--- config.mk ---
export PLATFORM = sky130hd
export DESIGN_NAME = pc_ras
export DESIGN_NICKNAME = d
export VERILOG_FILES = /design/src/rtl/pc_ras.sv
export SDC_FILE = /design/constraint.sdc
export NUM_CORES = 1
export LEC_CHECK = 0
export BUFFER_PORTS_ARGS = -buffer_cell sky130_fd_sc_hd__buf_2
export CORE_MARGIN = 4
export CORE_UTILIZATION = 57
export CTS_BUF_LIST = sky130_fd_sc_hd__clkbuf_4
export CTS_CLUSTER_SIZE = 40
export DETAILED_ROUTE_END_ITERATION = 8
export GPL_TIMING_DRIVEN = 0
export PLACE_DENSITY = 0.85
export SLEW_MARGIN = 25
export SYNTH_ARGS = -nofsm -noshare
export SYNTH_HDL_FRONTEND = slang
export SYNTH_SLANG_ARGS = --single-unit
--- constraint.sdc ---
create_clock -name clk -period 3.43 [get_ports clk]
set_clock_uncertainty 0.2 [all_clocks]
set_input_delay 0.343 -clock clk [delete_from_list [all_inputs] [get_ports clk]]
set_output_delay 0.343 -clock clk [all_outputs]
set_load 0.01 [all_outputs]
--- src/rtl/pc_ras.sv ---
// Fetch program counter with jump/branch/call/return and a circular return-address stack; one-cycle update, stall holds all state.
// Optional PC_RAS_ERR_EN adds a sticky ras_err flag for stack underflow/overflow.
module pc_ras #(
  parameter int D = 12,
  parameter int O = 8,
  parameter int S = 4
) (
  input  logic                 clk,
  input  logic                 reset,
  input  logic                 stall,
  input  logic                 absjump_en,
  input  logic                 reljump_en,
  input  logic                 call_en,
  input  logic                 ret_en,
  input  logic [D-1:0]         target,
  input  logic [O-1:0]         offset,
  output logic [D-1:0]         prog_ctr,
  output logic [$clog2(S):0]   ras_depth,
  output logic                 ras_empty,
`ifdef PC_RAS_ERR_EN
  output logic                 ras_err,
`endif
  output logic                 ras_full
);

  localparam int PW = $clog2(S);
  localparam int DW = PW + 1;

  logic [D-1:0]  pc_q, pc_d;
  logic [D-1:0]  stack_q [S];
  logic [D-1:0]  stack_d [S];
  logic [PW-1:0] ptr_q, ptr_d;
  logic [DW-1:0] depth_q, depth_d;
  logic [D-1:0]  pc_inc;
  logic [D-1:0]  off_ext;
  logic [PW-1:0] ptr_dec;
  logic          empty, full;

  assign pc_inc  = pc_q + D'(1);
  assign off_ext = D'($signed(offset));
  assign ptr_dec = ptr_q - PW'(1);
  assign empty   = (depth_q == '0);
  assign full    = (depth_q == DW'(S));

`ifdef PC_RAS_ERR_EN
  logic err_q, err_d;
`endif

  always_comb begin
    pc_d    = pc_q;
    stack_d = stack_q;
    ptr_d   = ptr_q;
    depth_d = depth_q;
`ifdef PC_RAS_ERR_EN
    err_d   = err_q;
`endif
    if (!stall) begin
      if (ret_en) begin
        if (!empty) begin
          pc_d    = stack_q[ptr_dec];
          ptr_d   = ptr_dec;
          depth_d = depth_q - DW'(1);
        end else begin
          // Underflow behaves as a plain increment; lower requests still lose.
          pc_d = pc_inc;
`ifdef PC_RAS_ERR_EN
          err_d = 1'b1;
`endif
        end
      end else if (call_en) begin
        // When full, ptr_q already points at the oldest entry, so the push overwrites it.
        stack_d[ptr_q] = pc_inc;
        ptr_d          = ptr_q + PW'(1);
        pc_d           = target;
        if (!full) begin
          depth_d = depth_q + DW'(1);
        end
`ifdef PC_RAS_ERR_EN
        else begin
          err_d = 1'b1;
        end
`endif
      end else if (absjump_en) begin
        pc_d = target;
      end else if (reljump_en) begin
        pc_d = pc_q + off_ext;
      end else begin
        pc_d = pc_inc;
      end
    end
  end

  always_ff @(posedge clk or posedge reset) begin
    if (reset) begin
      pc_q    <= '0;
      ptr_q   <= '0;
      depth_q <= '0;
      for (int i = 0; i < S; i++) begin
        stack_q[i] <= '0;
      end
    end else begin
      pc_q    <= pc_d;
      ptr_q   <= ptr_d;
      depth_q <= depth_d;
      stack_q <= stack_d;
    end
  end

`ifdef PC_RAS_ERR_EN
  always_ff @(posedge clk or posedge reset) begin
    if (reset) begin
      err_q <= 1'b0;
    end else begin
      err_q <= err_d;
    end
  end

  assign ras_err = err_q;
`endif

  assign prog_ctr  = pc_q;
  assign ras_depth = depth_q;
  assign ras_empty = empty;
  assign ras_full  = full;

endmodule

# Word level (Yosys, flattened, before mapping)
# Cells that the tools add are included.
# word_totals
register_bits,65
output_inout_bits,17
input_bits,27
wordCells,47
# classes
bitwise,4
n_eq_ne,3
n_reduce_logical,6
addsub,6
n_lt_le_gt_ge,3
mux,18
# op_table
op,count
two-way mux 12 bit,8
bitwise mux 48 bit,1
binary-select mux 12 bit (select 2 bit),1
demux 12 bit (select 2 bit),1
"adder 12 x 1 -> 12 bit, second input constant",1
adder 12 bit,1
two-way mux 3 bit,4
">= comparator 3 bit, second input constant",2
two-way mux 2 bit,3
NOT 2 -> 3 bit,2
AND reduction 3 bit,2
"!= test 2 bit, second input constant",2
AND reduction 4 bit,1
"adder 3 x 1 -> 3 bit, second input constant",1
"equality test 3 bit, second input constant",1
logical NOT 3 bit,1
"less-than comparator 3 x 1 -> 1 bit, second input constant",1
"subtractor 3 x 1 -> 3 bit, second input constant",1
"adder 2 x 1 -> 2 bit, second input constant",1
NOT 1 bit,2
nonzero test 2 bit,1
"subtractor 2 x 1 -> 2 bit, second input constant",1
logical AND 1 bit,1

# Depth between registers and ports, before layout
# depth
word_depth,7
mapped_depth,10

# Worst setup path after synthesis
# OpenSTA, ideal clock, no wires.
# synth_timing
path_kind,reg2reg
from,register ptr_q[0]
to,"register pc_q[8], in the netlist prog_ctr[8]"
arrival_ns,2.291
path_slack_ns,0.803
setup_ns,0.136
period_less_slack_ns,2.627
path_stages_with_launch,11
path_buffers,3
path_cell_list,dfrtp_1 buf_2 inv_1 ha_1 buf_2 buf_2 mux4_2 nor2_1 a21oi_1 o22ai_1 a31oi_1
# synth_via
elab_chain_len,7
# synth_rtl
element,line_no,text
from (decl),32,"logic [PW-1:0] ptr_q, ptr_d;"
from (signal assigned),103,ptr_q <= ptr_d;
subtractor 2 x 1 -> 2 bit,41,assign ptr_dec = ptr_q - PW'(1);
net ptr_dec[0],36,logic [PW-1:0] ptr_dec;
NOT 2 -> 3 bit (implied by the code),60,pc_d = stack_q[ptr_dec];
binary-select mux 12 bit (select 2 bit),60,
two-way mux 12 bit (implied by the code) (2 in a row),60,
two-way mux 12 bit,59,if (!empty) begin
two-way mux 12 bit,58,if (ret_en) begin
to (signal assigned),102,pc_q <= pc_d;
to (decl),29,"logic [D-1:0] pc_q, pc_d;"
# The timed path passes the listed nets, and every way through them passes these cells. The select of a mux whose other input is x is not followed.
# A chain may end at the register's enable or synchronous reset.

# Worst setup path after layout
# Same ends and word-level chain as after synthesis.

==> impl_metrics.json <==
{
  "grt_max_degree": 52,
  "wl_um": 11300,
  "slew_violations": 0,
  "gp_congestion": 0.906,
  "r2r-start": "ptr_q[0]",
  "cts_buffers": 9,
  "root_buffer": "clkbuf_4",
  "numClockSinks": 65,
  "hold_depth": 3,
  "end_kind": "flip-flop",
  "grt.total_usage_pct": 28.0,
  "ios": 44,
  "ys_types": 70,
  "dr.pass1.iters": 5,
  "routedWlPerCell_um": 18.8,
  "yosysTopAreaCellShare_pct": 39.6,
  "r2r_cells": 10,
  "rsz0062_at_grt": "false",
  "clk_latency_ns": 0.42,
  "grt_pass1_wl_um": 18800,
  "cpPeakStageDelay_ns": 0.56,
  "final_nets": 545,
  "rrSetupSlack_ns": 0.30,
  "cts.clk_slew.worst_paths_ns": 0.11,
  "crit_slowest_cell": "mux4_2",
  "maxCapViolations": 0,
  "die_h_um": 92.9,
  "dominantRegCellSynth": "dfrtp_1",
  "cp_top_family": "buffers and inverters",
  "worst_pin_slew_ns": 0.721,
  "hold_end": "prog_ctr[4]",
  "worstPathArrival_ns": 3.24,
  "crit_path_start": "ptr_q[0]",
  "postCtsSetupRepairBufs": 0,
  "drive_above_1_share_pct": 19.2,
  "viasPerCell": 6.29,
  "synth_cells": 445,
  "worstPathCellList": "buf_2, inv_1, ha_1, buf_2, buf_2, mux4_2, nor2_1, a21oi_1, o22ai_1, a31oi_1",
  "min_from": "target[4]",
  "cts_resized": 0,
  "cp_num_buf_inv": 4,
  "setup_viol_count_final": 0,
  "syn_avg_cell_area_um2": 9.22,
  "ir_drop_uv": 529,
  "final_antenna_net_count": 0,
  "yosys.area.top_type": "dfrtp_1",
  "ys_ff_latch": 65,
  "crit_path_frequent_cell": "buf_2",
  "dpl.hpwl_um": 8440,
  "ys.warnings.count": 0,
  "portBuffers": 41,
  "finalCritPeriodShare_pct": 91.3,
  "htreeDepth": 3,
  "die-width_um": 92.9,
  "holdCritPathClass": "in2reg",
  "syn-cell-area_mm2": 0.00410,
  "async_flop_share_pct": 100,
  "drc": 0,
  "diodes": 0,
  "r2r-end": "prog_ctr[8]",
  "hold_buffers": 2,
  "tns_ns": 0,
  "num_rows": 30,
  "slew_headroom_pct": 51.4,
  "initial_core_util_pct": 59.4,
  "antenna_found_initial": 0,
  "fill_cells": 582,
  "powerDensity_mw_per_mm2": 903,
  "grt_pass1_vias": 3788,
  "syn_nets": 490,
  "dpl_cell_area_mm2": 0.00446,
  "path_max_fanout": 10,
  "required_ns": 3.54,
  "grt_overflow_total": 0,
  "cts_tree": "done",
  "core_area_mm2": 0.00691,
  "period_minus_slack_ns": 3.13,
  "start_kind": "flip-flop",
  "status": "finished, final reports clean",
  "yosysSeqAreaShare_pct": 39.6,
  "finalHoldViolations": 0,
  "vias": 3774,
  "clockBufferDepth": 2,
  "final_cell_area_mm2": 0.00458,
  "synth_edf_count": 0,
  "yosys-top-cells-area": "dfrtp_1, mux4_2, a21oi_1",
  "crit_type": "reg2reg",
  "die-area_mm2": 0.00862,
  "dr.first_iter.drc_count": 370,
  "syn_to_final_growth_pct": 11.6,
  "p_leak_uw": 0.00199,
  "max_freq_mhz": 319
}
## sequential cells by signal (all words and copies together) (netlist names)
register and count:
ptr_q 2, prog_ctr 12, stack_q 48, ras_depth 3
## synthesized netlist by cell type, types with 4 or more instances
cell type,instances
a211oi_1,4
a21oi_1,44
a31oi_1,5
and3_1,4
buf_2,6
clkbuf_1,15
dfrtp_1,65
ha_1,16
inv_1,12
mux4_2,12
nand2_1,58
nand3_1,8
nor2_1,44
nor3_1,7
nor3b_1,4
o211ai_1,6
o21ai_0,38
o21ai_1,6
xnor2_1,10
xor2_1,8
## layout make-up
type / count / area (um2) / share of cell area (%)
Multi-Input combinational cell: 339 / 2270 / 49.5
Sequential cell: 65 / 1630 / 35.5
Timing Repair Buffer: 44 / 253 / 5.52
Buffer: 28 / 163 / 3.55
Tap cell: 96 / 120 / 2.62
Clock buffer: 10 / 75.1 / 1.64
Inverter: 13 / 51.3 / 1.12
Clock inverter: 5 / 23.8 / 0.519
## worst max-delay path by stage
| stage | slack (ns) | endpoint | cells past startpoint |
|---|---|---|---|
| 2_1_floorplan | 0.80 | prog_ctr[8] | 10 |
| 3_3_place_gp | 0.40 | prog_ctr[8] | 10 |
| 3_5_place_dp | 0.33 | prog_ctr[8] | 10 |
| 4_1_cts | 0.28 | prog_ctr[8] | 10 |
| 5_1_grt | 0.07 | prog_ctr[8] | 10 |
| 6_report | 0.30 | prog_ctr[8] | 10 |
## worst reg2reg max path: stages (launching register included)
cell,delay [ns]
dfrtp_1,0.52
buf_2,0.35
inv_1,0.16
ha_1,0.30
buf_2,0.20
buf_2,0.34
mux4_2,0.56
nor2_1,0.13
a21oi_1,0.07
o22ai_1,0.15
a31oi_1,0.05
## layout by cell type (no fill, tap or decap), types with 3 or more instances in the layout
| cell | instances |
|---|---|
| nor2_1 | 44 |
| o21ai_1 | 6 |
| a211oi_1 | 4 |
| xnor2_1 | 10 |
| mux2_2 | 3 |
| o221ai_1 | 3 |
| and3_1 | 4 |
| a21oi_1 | 44 |
| o211ai_1 | 6 |
| clkbuf_4 | 10 |
| nor3b_1 | 4 |
| a31oi_1 | 5 |
| buf_4 | 3 |
| mux4_2 | 12 |
| o21a_1 | 3 |
| ha_1 | 16 |
| inv_1 | 11 |
| dfrtp_1 | 65 |
| nor3_1 | 7 |
| xor2_1 | 8 |
| clkinv_2 | 4 |
| buf_2 | 47 |
| or3_1 | 3 |
| clkbuf_1 | 15 |
| a21o_1 | 3 |
| nand2_1 | 58 |
| mux2i_1 | 3 |
| o21ai_0 | 38 |
| nand3_1 | 8 |
## logic make-up (layout without fill, tap and decap cells)
logic type | after synthesis | after routing | share of synthesized area [%]
flops | 65 | 65 | 39.6
mux | 18 | 18 | 8.14
buf+inv | 41 | 100 | 5.15
compound gates | 134 | 134 | 19.8
simple gates | 151 | 151 | 17.6
xor+xnor | 18 | 18 | 3.84
fa+ha+maj | 18 | 18 | 5.85
## per-stage QoR
step | util [%] | std cells | worst slack [ns] | hold WS [ns] | total power (uW)
5_1_grt | 66.3 | 600 | 0.0671 | 0.0264 | 4450
2_1_floorplan | - | 445 | 0.803 | 0.241 | 3050
4_1_cts | 66.3 | 600 | 0.278 | 0.0319 | 4120
3_5_place_dp | 64.6 | 583 | 0.332 | 0.0798 | 3700
3_3_place_gp | 64.1 | 582 | 0.400 | 0.257 | 3570
6_report | 66.3 | 600 | 0.299 | 0.0365 | 4130
## where the power goes
part / internal [uW] / switching, uW / leakage, uW
registers: 1130 / 319 / 0.000795
clock network: 146 / 263 / 0.0000632
logic: 1010 / 1260 / 0.00113
## per-layer routing
layer | global-route usage (%) | vias to the layer above | wire length [um]
met3 | 8.20 | 25 | 987
met1 | 36.9 | 1848 | 4620
met4 | 7.69 | 0 | 180
li1 | - | 1718 | -
met5 | 0 | - | 0
met2 | 45.4 | 183 | 5520
(Power assumes the default switching activity.)
